**config.mk**
```make
export PLATFORM = sky130hd
export DESIGN_NAME = parking_gate_arbiter_flat
export DESIGN_NICKNAME = d
export VERILOG_FILES = /design/src/rtl/parking_gate_arbiter_if.sv /design/src/rtl/parking_gate_arbiter.sv /design/src/flat_wrapper.sv
export SDC_FILE = /design/constraint.sdc
export NUM_CORES = 1
export LEC_CHECK = 0
export ABC_CLOCK_PERIOD_IN_PS = 2000
export CORE_MARGIN = 2
export CORE_UTILIZATION = 35
export DETAILED_ROUTE_END_ITERATION = 10
export GPL_TIMING_DRIVEN = 0
export PLACE_DENSITY_LB_ADDON = 0.15
export SYNTH_ARGS = -nofsm -noshare
export SYNTH_HDL_FRONTEND = slang
export SYNTH_SLANG_ARGS = --single-unit
export TNS_END_PERCENT = 1
```
**constraint.sdc**
```tcl
create_clock -name clock_in -period 2 [get_ports clock_in]
set_input_delay 0.3 -clock clock_in [delete_from_list [all_inputs] [get_ports clock_in]]
set_output_delay 0.3 -clock clock_in [all_outputs]
set_load 0.005 [all_outputs]
```
**src/rtl/parking_gate_arbiter_if.sv**
```systemverilog
// Lane-side bundle for parking_gate_arbiter: sensor/auth inputs, gate/grant/occupancy outputs,
// plus the arbiter's current state for observation.
interface parking_gate_arbiter_if #(
    parameter int CNT_W = 4
);
    logic             entry_req;
    logic             entry_auth;
    logic             exit_req;
    logic             pass_clear;
    logic             entry_grant;
    logic             exit_grant;
    logic             gate_open;
    logic             full;
    logic [CNT_W-1:0] occupancy;
    logic             timeout;
    logic [2:0]       state;

    // Handshake: requests are levels sampled on the rising edge; entry_auth and pass_clear are
    // single-cycle pulses honoured only in the state that consumes them, otherwise dropped.
    modport master (
        output entry_req, entry_auth, exit_req, pass_clear,
        input  entry_grant, exit_grant, gate_open, full, occupancy, timeout, state
    );

    modport slave (
        input  entry_req, entry_auth, exit_req, pass_clear,
        output entry_grant, exit_grant, gate_open, full, occupancy, timeout, state
    );
endinterface

```
**src/rtl/parking_gate_arbiter.sv**
```systemverilog
// Single-gate arbiter between entry and exit lanes with occupancy tracking.
// Define ROUND_ROBIN_EN to alternate simultaneous requests instead of fixed exit priority.
module parking_gate_arbiter #(
    parameter int CAPACITY    = 8,
    parameter int CNT_W       = 4,
    parameter int TIMEOUT_CYC = 64,
    parameter int SETTLE_CYC  = 4
) (
    input  logic                   clock_in,
    input  logic                   rst_in,
    parking_gate_arbiter_if.slave  bus
);
    localparam int TMR_W = $clog2(TIMEOUT_CYC) + 1;
    localparam logic [TMR_W-1:0] TMO_LAST    = TMR_W'(TIMEOUT_CYC - 1);
    localparam logic [TMR_W-1:0] SETTLE_LAST = TMR_W'(SETTLE_CYC - 1);
    localparam logic [CNT_W-1:0] CAP         = CNT_W'(CAPACITY);

    typedef enum logic [2:0] {
        IDLE       = 3'd0,
        AUTH       = 3'd1,
        ENTRY_OPEN = 3'd2,
        EXIT_OPEN  = 3'd3,
        SETTLE     = 3'd4
    } state_t;

    state_t           state, state_n;
    logic [TMR_W-1:0] timer, timer_n;
    logic [CNT_W-1:0] occupancy_q, occ_n;
    logic             full_q, timeout_q, to_n;
    logic             entry_grant_q, exit_grant_q, gate_open_q;
    logic             exit_ok, entry_ok, pick_exit;

    assign exit_ok  = bus.exit_req && (occupancy_q != '0);
    assign entry_ok = bus.entry_req && !full_q;

`ifdef ROUND_ROBIN_EN
    // Set when the exit lane received the most recent grant; reset value means entry went last.
    logic last_exit;

    assign pick_exit = exit_ok && (!entry_ok || !last_exit);

    always_ff @(posedge clock_in or negedge rst_in) begin
        if (!rst_in) begin
            last_exit <= 1'b0;
        end else if (state == IDLE && state_n == EXIT_OPEN) begin
            last_exit <= 1'b1;
        end else if (state == IDLE && state_n == AUTH) begin
            last_exit <= 1'b0;
        end
    end
`else
    assign pick_exit = exit_ok;
`endif

    always_comb begin
        state_n = state;
        occ_n   = occupancy_q;
        to_n    = 1'b0;
        case (state)
            IDLE: begin
                if (pick_exit) state_n = EXIT_OPEN;
                else if (entry_ok) state_n = AUTH;
            end
            AUTH: begin
                if (bus.entry_auth) begin
                    state_n = ENTRY_OPEN;
                end else if (!bus.entry_req) begin
                    state_n = SETTLE;
                end else if (timer == TMO_LAST) begin
                    state_n = SETTLE;
                    to_n    = 1'b1;
                end
            end
            ENTRY_OPEN: begin
                // A clear arriving on the expiry cycle still counts the vehicle.
                if (bus.pass_clear) begin
                    state_n = SETTLE;
                    if (occupancy_q != CAP) occ_n = occupancy_q + CNT_W'(1);
                end else if (timer == TMO_LAST) begin
                    state_n = SETTLE;
                    to_n    = 1'b1;
                end
            end
            EXIT_OPEN: begin
                if (bus.pass_clear) begin
                    state_n = SETTLE;
                    if (occupancy_q != '0) occ_n = occupancy_q - CNT_W'(1);
                end else if (timer == TMO_LAST) begin
                    state_n = SETTLE;
                    to_n    = 1'b1;
                end
            end
            SETTLE: begin
                if (timer == SETTLE_LAST) state_n = IDLE;
            end
            default: state_n = IDLE;
        endcase
        timer_n = (state_n != state || state == IDLE) ? '0 : timer + TMR_W'(1);
    end

    always_ff @(posedge clock_in or negedge rst_in) begin
        if (!rst_in) begin
            state         <= IDLE;
            timer         <= '0;
            occupancy_q   <= '0;
            full_q        <= 1'b0;
            timeout_q     <= 1'b0;
            entry_grant_q <= 1'b0;
            exit_grant_q  <= 1'b0;
            gate_open_q   <= 1'b0;
        end else begin
            state         <= state_n;
            timer         <= timer_n;
            occupancy_q   <= occ_n;
            full_q        <= (occ_n == CAP);
            timeout_q     <= to_n;
            entry_grant_q <= (state_n == AUTH) || (state_n == ENTRY_OPEN);
            exit_grant_q  <= (state_n == EXIT_OPEN);
            gate_open_q   <= (state_n == ENTRY_OPEN) || (state_n == EXIT_OPEN);
        end
    end

    assign bus.entry_grant = entry_grant_q;
    assign bus.exit_grant  = exit_grant_q;
    assign bus.gate_open   = gate_open_q;
    assign bus.full        = full_q;
    assign bus.occupancy   = occupancy_q;
    assign bus.timeout     = timeout_q;
    assign bus.state       = state;
endmodule

```
**src/flat_wrapper.sv**
```systemverilog
// flat-port wrapper written by rule: the top's interface ports become plain ports
module parking_gate_arbiter_flat 
#(
    parameter int CAPACITY    = 8,
    parameter int CNT_W       = 4,
    parameter int TIMEOUT_CYC = 64,
    parameter int SETTLE_CYC  = 4
)
  (clock_in, rst_in, bus_entry_req, bus_entry_auth, bus_exit_req, bus_pass_clear, bus_entry_grant, bus_exit_grant, bus_gate_open, bus_full, bus_occupancy, bus_timeout, bus_state);
  parking_gate_arbiter_if #(.CNT_W(CNT_W)) bus_i ();
  input  logic clock_in;
  input  logic rst_in;
  input wire logic [$bits(bus_i.entry_req)-1:0] bus_entry_req;
  input wire logic [$bits(bus_i.entry_auth)-1:0] bus_entry_auth;
  input wire logic [$bits(bus_i.exit_req)-1:0] bus_exit_req;
  input wire logic [$bits(bus_i.pass_clear)-1:0] bus_pass_clear;
  output wire logic [$bits(bus_i.entry_grant)-1:0] bus_entry_grant;
  output wire logic [$bits(bus_i.exit_grant)-1:0] bus_exit_grant;
  output wire logic [$bits(bus_i.gate_open)-1:0] bus_gate_open;
  output wire logic [$bits(bus_i.full)-1:0] bus_full;
  output wire logic [$bits(bus_i.occupancy)-1:0] bus_occupancy;
  output wire logic [$bits(bus_i.timeout)-1:0] bus_timeout;
  output wire logic [$bits(bus_i.state)-1:0] bus_state;
  assign bus_i.entry_req = bus_entry_req;
  assign bus_i.entry_auth = bus_entry_auth;
  assign bus_i.exit_req = bus_exit_req;
  assign bus_i.pass_clear = bus_pass_clear;
  assign bus_entry_grant = bus_i.entry_grant;
  assign bus_exit_grant = bus_i.exit_grant;
  assign bus_gate_open = bus_i.gate_open;
  assign bus_full = bus_i.full;
  assign bus_occupancy = bus_i.occupancy;
  assign bus_timeout = bus_i.timeout;
  assign bus_state = bus_i.state;
  parking_gate_arbiter #(.CAPACITY(CAPACITY), .CNT_W(CNT_W), .TIMEOUT_CYC(TIMEOUT_CYC), .SETTLE_CYC(SETTLE_CYC)) u_core (.clock_in(clock_in), .rst_in(rst_in), .bus(bus_i));
endmodule
```
==> results of run 1 <==
## state kept, by name (all words and copies together), names as in the netlist
register and flops:
u_core.bus.exit_grant 1, u_core.bus.occupancy 4, u_core.timer 7, u_core.bus.entry_grant 1
u_core.bus.gate_open 1, u_core.bus.timeout 1, u_core.bus.state 3, u_core.bus.full 1
## cells in the final DEF, fill, tap and decap left out, types with 3 or more instances in the layout
master,count
sky130_fd_sc_hd__xnor2_1,3
sky130_fd_sc_hd__xor2_1,4
sky130_fd_sc_hd__nand2_1,3
sky130_fd_sc_hd__o21ai_0,9
sky130_fd_sc_hd__nor2_1,9
sky130_fd_sc_hd__inv_1,5
sky130_fd_sc_hd__buf_4,8
sky130_fd_sc_hd__nor2_2,6
sky130_fd_sc_hd__clkdlybuf4s50_1,17
sky130_fd_sc_hd__a21oi_1,5
sky130_fd_sc_hd__nor3b_1,5
sky130_fd_sc_hd__clkbuf_4,3
sky130_fd_sc_hd__nand3_1,4
sky130_fd_sc_hd__dfrtp_1,19
sky130_fd_sc_hd__nand2b_1,3
## path summary, 6_finish.rpt
kind                            slack [ns]                      end
worst min register to register        0.47          u_core.timer[0]
min in group asynchronous             0.48  u_core.bus.occupancy[0]
worst max register to register        0.04          u_core.timer[2]
worst min-delay path                  0.47          u_core.timer[0]
max in group asynchronous             1.01      u_core.bus.state[1]
worst max-delay path                  0.04          u_core.timer[2]
## per-stage QoR
step	instance area [µm²]	utilization	setup WS, ns
after floorplan	1140	-	0.0275
after global placement	1370	0.447	-0.227
after detailed placement	1370	0.447	-0.195
after CTS	1450	0.474	0.0281
after global routing	1460	0.479	-0.0430
final	1460	0.479	0.0445
## routing by layer
metal	vias to the layer above	track usage	wire length, µm
li1	482	-	-
met1	485	0.202	1140
met2	31	0.255	1230
met3	2	0.0405	124
met4	0	0.0435	10
met5	-	0	0
## power groups by stage
stage / clock, µW / combinational, µW / sequential (µW)
CTS: 217 / 1070 / 582
detailed placement: 0 / 960 / 605
global route: 228 / 1220 / 600
global placement: 0 / 958 / 605
finish: 197 / 1100 / 584
floorplan: 0 / 630 / 592
## logic make-up (layout without fill, tap and decap cells)
kind of cell / count (synthesis) / in the layout / synth area share
adders and majority gates: 3 / 3 / 0.0333
and+or+nand+nor: 48 / 48 / 0.253
xor gates and xnor gates: 7 / 7 / 0.0544
AOI/OAI and AO/OA: 29 / 29 / 0.178
DFF: 19 / 19 / 0.422
buffers and inverters: 11 / 40 / 0.0599
## timing repair
action                     in CTS  in global routing
setup endpoints to repair       4                  9
pin swaps                       2                  1
buffers inserted                7                  1
resized for setup               0                  4
hold endpoints to repair        0                  0
## final cells by class
class | instances | area [µm²]
fillers | 307 | 1590
inverters | 7 | 26.3
plain buffers | 4 | 41.3
repair buffers | 25 | 230
well taps | 44 | 55.1
clock buffers | 3 | 22.5
clock inverters | 1 | 7.51
multi-input cells | 87 | 604
flip-flops and latches | 19 | 475
## worst max-delay path: stages, from the launching register on
cell	delay, ns
sky130_fd_sc_hd__dfrtp_1	0.41
sky130_fd_sc_hd__inv_2	0.09
sky130_fd_sc_hd__ha_4	0.13
sky130_fd_sc_hd__or3b_4	0.39
sky130_fd_sc_hd__a211o_1	0.27
sky130_fd_sc_hd__a221o_1	0.32
sky130_fd_sc_hd__o21bai_4	0.20
sky130_fd_sc_hd__nor2_2	0.09
==> out/qor.txt, run 1 <==
==============================================================================
Run status                                                        complete, no violations
Clock Tree Buf Depth                                                         2
CP Data Required Time                                                  2.24 ns
Initial detailed-routing violation count                                    25
Main flop type after synthesis                                    sky130_fd_sc_hd__dfrtp_1
Setup CP Type                                                       reg -> reg
Number of clock sinks seen by CTS                                           19
Flops & latches, synth                                                      19
Final worst-path cycle share                                             0.978
Vias in the first global route                                             940
GRT Resource Usage Total                                                 0.155
Count of final hold-check violations                                         0
Die width                                                              60.8 µm
Internal power component                                               1150 µW
Sequential power share                                                   0.311
Launching point of the worst reg2reg path                         u_core.bus.occupancy[0]
Die Footprint                                                      0.00369 mm²
Combinational power share                                                0.585
First-pass iteration count of the detailed router                            4
Port Buf Inserts                                                            17
Sum of internal, switching and leakage power                           1880 µW
Fraction of final layout cells sized beyond drive strength 1             0.205
Hold/Removal Path Class                                             reg -> reg
Actual transition at the worst max-transition pin                     0.847 ns
CTS Hold Bufs                                                                0
TritonCTS clock tree                                                     built
Die extent in y                                                        60.8 µm
Latest clock arrival within the worst-skew pair                        0.30 ns
Cells taking the most area after synthesis                        sky130_fd_sc_hd__dfrtp_1 (42%), sky130_fd_sc_hd__o21ai_0 (4.4%), sky130_fd_sc_hd__nor2_1 (4.0%)
Synthesized instance count                                                 117
Count of different cell masters after synthesis                             41
Startpoint of the lowest-slack hold path                          u_core.timer[0]
Highest achievable clock rate                                          511 MHz
HPWL reported at the end of detailed placement                         1.82 mm
Number of flops mapped to enable cells by yosys                              0
Yosys top cell by area                                            sky130_fd_sc_hd__dfrtp_1
Number of nets in the layout                                               156
Kind of start point of the critical path                              register
Cell with the most instances after synthesis                      sky130_fd_sc_hd__dfrtp_1
Clock-pin slew on the worst setup and hold paths                       0.11 ns
Max-slew headroom                                                        0.434
Most numerous cell types in the synthesized netlist               sky130_fd_sc_hd__dfrtp_1 (19), sky130_fd_sc_hd__nor2_1 (12), sky130_fd_sc_hd__o21ai_0 (10)
Worst Setup End Kind                                                  register
Number of standard cells in the final layout excluding fillers             190
Post-layout min period                                                 1.96 ns
Diode insertion count for antenna repair                                     0
Synthesized netlist net count                                              126
Number of placed instances, taps included                                  178
Hold Worst Slack                                                      0.475 ns
Top fanout value on the critical path                                        4
Number of buffers inserted during clock tree synthesis                       3
Maximum VDD drop                                                      0.545 mV
Post-route DRC                                                               0
GRT Residual Overflow                                                        0
Switching portion of total power                                         0.386
WP data arrival                                                        2.20 ns
Antenna violations before repair                                             0
Count of standard-cell rows                                                 20
Synthesis warning total                                                      0
Pins over their slew limit                                                   0
Count of cells along the worst hold path                                     1
Total wirelength of the detailed-routed design                         2.50 mm
Post-synthesis sequential area ratio                                     0.422
H-tree depth                                                                 1
Total vias in the final route                                             1000
Max-cap violations                                                           0
Wire length of the first global-routing pass                           4.25 mm
Fraction of registers with async set/reset                                1.00
Mean Syn Cell Area                                                    9.64 µm²
Power density over the cells                                       1280 mW/mm²
Setup violations, final                                                      0
Layout area overhead                                                     29.7%
First element of the critical path                                u_core.bus.occupancy[0]
Core region area                                                   0.00305 mm²
P_sw                                                                    726 µW
Final estimated routing congestion in global placement                   0.863
Clock root cell                                                   sky130_fd_sc_hd__clkbuf_4
I/O pin count                                                               18
Largest clock skew in the final design                              0.00395 ns
Leakage component of the power                                     0.000599 µW
Setup TNS after final layout                                              0 ns
Clk pwr share                                                            0.105
Average detailed-routed wire length per instance                       13.2 µm
Proportion of netlist area held by the largest area contributor          0.422
Pin count of the biggest net entering global routing                        20
Initial standard-cell utilization of the core                            0.369
RSZ-0062 raised after global routing                                       yes
Number of nets with antenna violations after detailed routing                0
Via count normalized by instance count                                    5.26
Synth Cell Area                                                    0.00113 mm²
Register-to-Register Path Depth                                              7
==============================================================================
No activity file was read; power rests on OpenSTA's default activity.
==> run 2: changes to the inputs <==
--- a/config.mk
+++ b/config.mk
@@ -9,7 +9,6 @@
 export CORE_MARGIN = 2
 export CORE_UTILIZATION = 35
 export DETAILED_ROUTE_END_ITERATION = 10
-export GPL_TIMING_DRIVEN = 0
 export PLACE_DENSITY_LB_ADDON = 0.15
 export SYNTH_ARGS = -nofsm -noshare
 export SYNTH_HDL_FRONTEND = slang
==> out/qor.txt, run 2 (synthesis gave the netlist of run 1 again) <==
============================================================================
Highest achievable clock rate                                        503 MHz   -1.6%
Port Buf Inserts                                                          17   unchanged
Worst Setup End Kind                                                register
Hold/Removal Path Class                                          in -> async
Antenna violations before repair                                           0   unchanged
Max-slew headroom                                                      0.696   +0.262
Diode insertion count for antenna repair                                   0   unchanged
Layout area overhead                                                   33.4%
Kind of start point of the critical path                            register
HPWL reported at the end of detailed placement                       2.02 mm   +11%
Count of final hold-check violations                                       0   unchanged
Register-to-Register Path Depth                                            7   unchanged
GRT Resource Usage Total                                               0.166   +0.0114
Final estimated routing congestion in global placement                 0.865   +0.27%
Final worst-path cycle share                                           0.994   +0.0162
Largest clock skew in the final design                            0.00867 ns   +0.00472 ns
Critical path's slowest cell                                    sky130_fd_sc_hd__dfrtp_1
Hold Worst Slack                                                    0.323 ns   -0.152 ns
Final instance area                                              0.00150 mm²   +2.8%
GRT Residual Overflow                                                      0   unchanged
Power density over the cells                                     1270 mW/mm²   -1.2%
Worst path cell trace                                           inv_2, ha_4, or3b_4, a211o_1, a221o_1, buf_4, nor2_1
Clock root cell                                                 sky130_fd_sc_hd__clkbuf_4
Setup violations, final                                                    0   unchanged
Actual transition at the worst max-transition pin                   0.455 ns   -0.392 ns
Core region area                                                 0.00305 mm²   unchanged
H-tree depth                                                               1   unchanged
Vias in the first global route                                          1009   +7.3%
CP Data Required Time                                                2.24 ns   about the same
Initial detailed-routing violation count                                  34   +36%
Die extent in y                                                      60.8 µm   unchanged
Count of standard-cell rows                                               20   unchanged
Post-route DRC                                                             0   unchanged
Top fanout value on the critical path                                      5   +1
Largest register by flop count                                  u_core.timer
RSZ-0062 raised after global routing                                     yes
First-pass iteration count of the detailed router                          4   unchanged
Number of nets with antenna violations after detailed routing              0   unchanged
Pins over their slew limit                                                 0   unchanged
Post-layout min period                                               1.99 ns   +0.0324 ns
Max-cap violations                                                         0   unchanged
Total wirelength of the detailed-routed design                       2.69 mm   +7.7%
Initial standard-cell utilization of the core                          0.369   unchanged
Number of clock sinks seen by CTS                                         19   unchanged
CTS Hold Bufs                                                              0   unchanged
Flip-flop count of the largest register after layout                       7   unchanged
Run status                                                      complete, no violations
Die width                                                            60.8 µm   unchanged
Cell class contributing the biggest share of worst-path delay   compound AO/OA/AOI/OAI gates
Number of nets in the layout                                             163   +4.5%
Clock Tree Buf Depth                                                       2   unchanged
Number of cells on the critical path                                       7   unchanged
I/O pin count                                                             18   unchanged
Via count normalized by instance count                                  5.19   -1.4%
Leakage component of the power                                   0.000633 µW   +5.7%
Fillers                                                                  323   +5.2%
Setup TNS after final layout                                            0 ns   unchanged
Average detailed-routed wire length per instance                     13.7 µm   +3.9%
Setup CP Type                                                     reg -> reg
Latest clock arrival within the worst-skew pair                      0.30 ns   about the same
Wire length of the first global-routing pass                         4.55 mm   +7.2%
Die Footprint                                                    0.00369 mm²   unchanged
Fraction of final layout cells sized beyond drive strength 1           0.235   +0.0298
Number of buffers inserted during clock tree synthesis                     3   unchanged
Placed standard-cell area                                        0.00144 mm²   +5.8%
Commonest cells after routing, fill and taps aside              sky130_fd_sc_hd__buf_4 (19), sky130_fd_sc_hd__dfrtp_1 (19), sky130_fd_sc_hd__clkdlybuf4s50_1 (17), sky130_fd_sc_hd__o21ai_0 (10), sky130_fd_sc_hd__nor2_1 (10)
Pin count of the biggest net entering global routing                      20   unchanged
Buffers and inverters on the worst path                                    2   +1
WP data arrival                                                      2.23 ns   +0.03 ns
Maximum VDD drop                                                    0.443 mV   -19%
Total vias in the final route                                           1022   +2.2%
TritonCTS clock tree                                                   built
Critical path's largest stage delay                                  0.40 ns   about the same
Clock-pin slew on the worst setup and hold paths                     0.11 ns   about the same
============================================================================
[run 2: final timing paths]
path	from	end	slack [ns]
min in group clock_in	u_core.timer[0]	u_core.timer[0]	0.47
worst min-delay path	rst_in	u_core.bus.occupancy[0]	0.32
worst max-delay path	u_core.bus.occupancy[0]	u_core.timer[4]	0.01
max in group asynchronous	rst_in	u_core.bus.state[1]	1.47
worst max register to register	u_core.bus.occupancy[0]	u_core.timer[4]	0.01
worst min register to register	u_core.timer[0]	u_core.timer[0]	0.47
[run 2: area by class of cell]
class | count | area (µm²) | share of cell area
Tap cell | 44 | 55.1 | 0.0366
Timing Repair Buffer | 36 | 313 | 0.208
Inverter | 7 | 26.3 | 0.0175
Multi-Input combinational cell | 87 | 607 | 0.403
Clock inverter | 1 | 5.00 | 0.00333
Clock buffer | 3 | 22.5 | 0.0150
Sequential cell | 19 | 475 | 0.316
[run 2: per-layer routing]
layer  vias to the layer above  track usage  share of wire  routed length, µm
li1                        494            -              -                  -
met2                        31        0.281           0.49               1320
met4                         0       0.0373         0.0026                  7
met3                         2       0.0490          0.062                166
met5                         -            0              0                  0
met1                       495        0.212           0.44               1200
[run 2: timing repair]
| item | in CTS | in global routing |
|---|---|---|
| setup buffers | 0 | 3 |
| setup endpoints to repair | 0 | 7 |
| gates resized for setup | 0 | 3 |
[run 2: worst reg2reg max path, delay by kind of cell, from the launching register on]
family / cells / cell delay (ns)
compound gates: 2 / 0.60
fa+ha+maj: 1 / 0.13
buf+inv: 2 / 0.28
flops: 1 / 0.40
simple gates: 2 / 0.51
[run 2: per-stage QoR]
| step | util | instances | power [µW] | setup WS (ns) |
|---|---|---|---|---|
| after global placement | 0.473 | 190 | 1650 | -0.0167 |
| after detailed placement | 0.473 | 190 | 1660 | -0.0226 |
| after CTS | 0.482 | 194 | 1870 | 0.00938 |
| after global routing | 0.493 | 197 | 2070 | -0.0547 |
| final | 0.493 | 197 | 1910 | 0.0121 |
| after floorplan | - | 117 | 1220 | 0.0275 |
[run 2: power breakdown]
part	switching (µW)	internal, µW
combinational	536	603
clock	120	74.6
sequential	87.7	486
total	745	1160
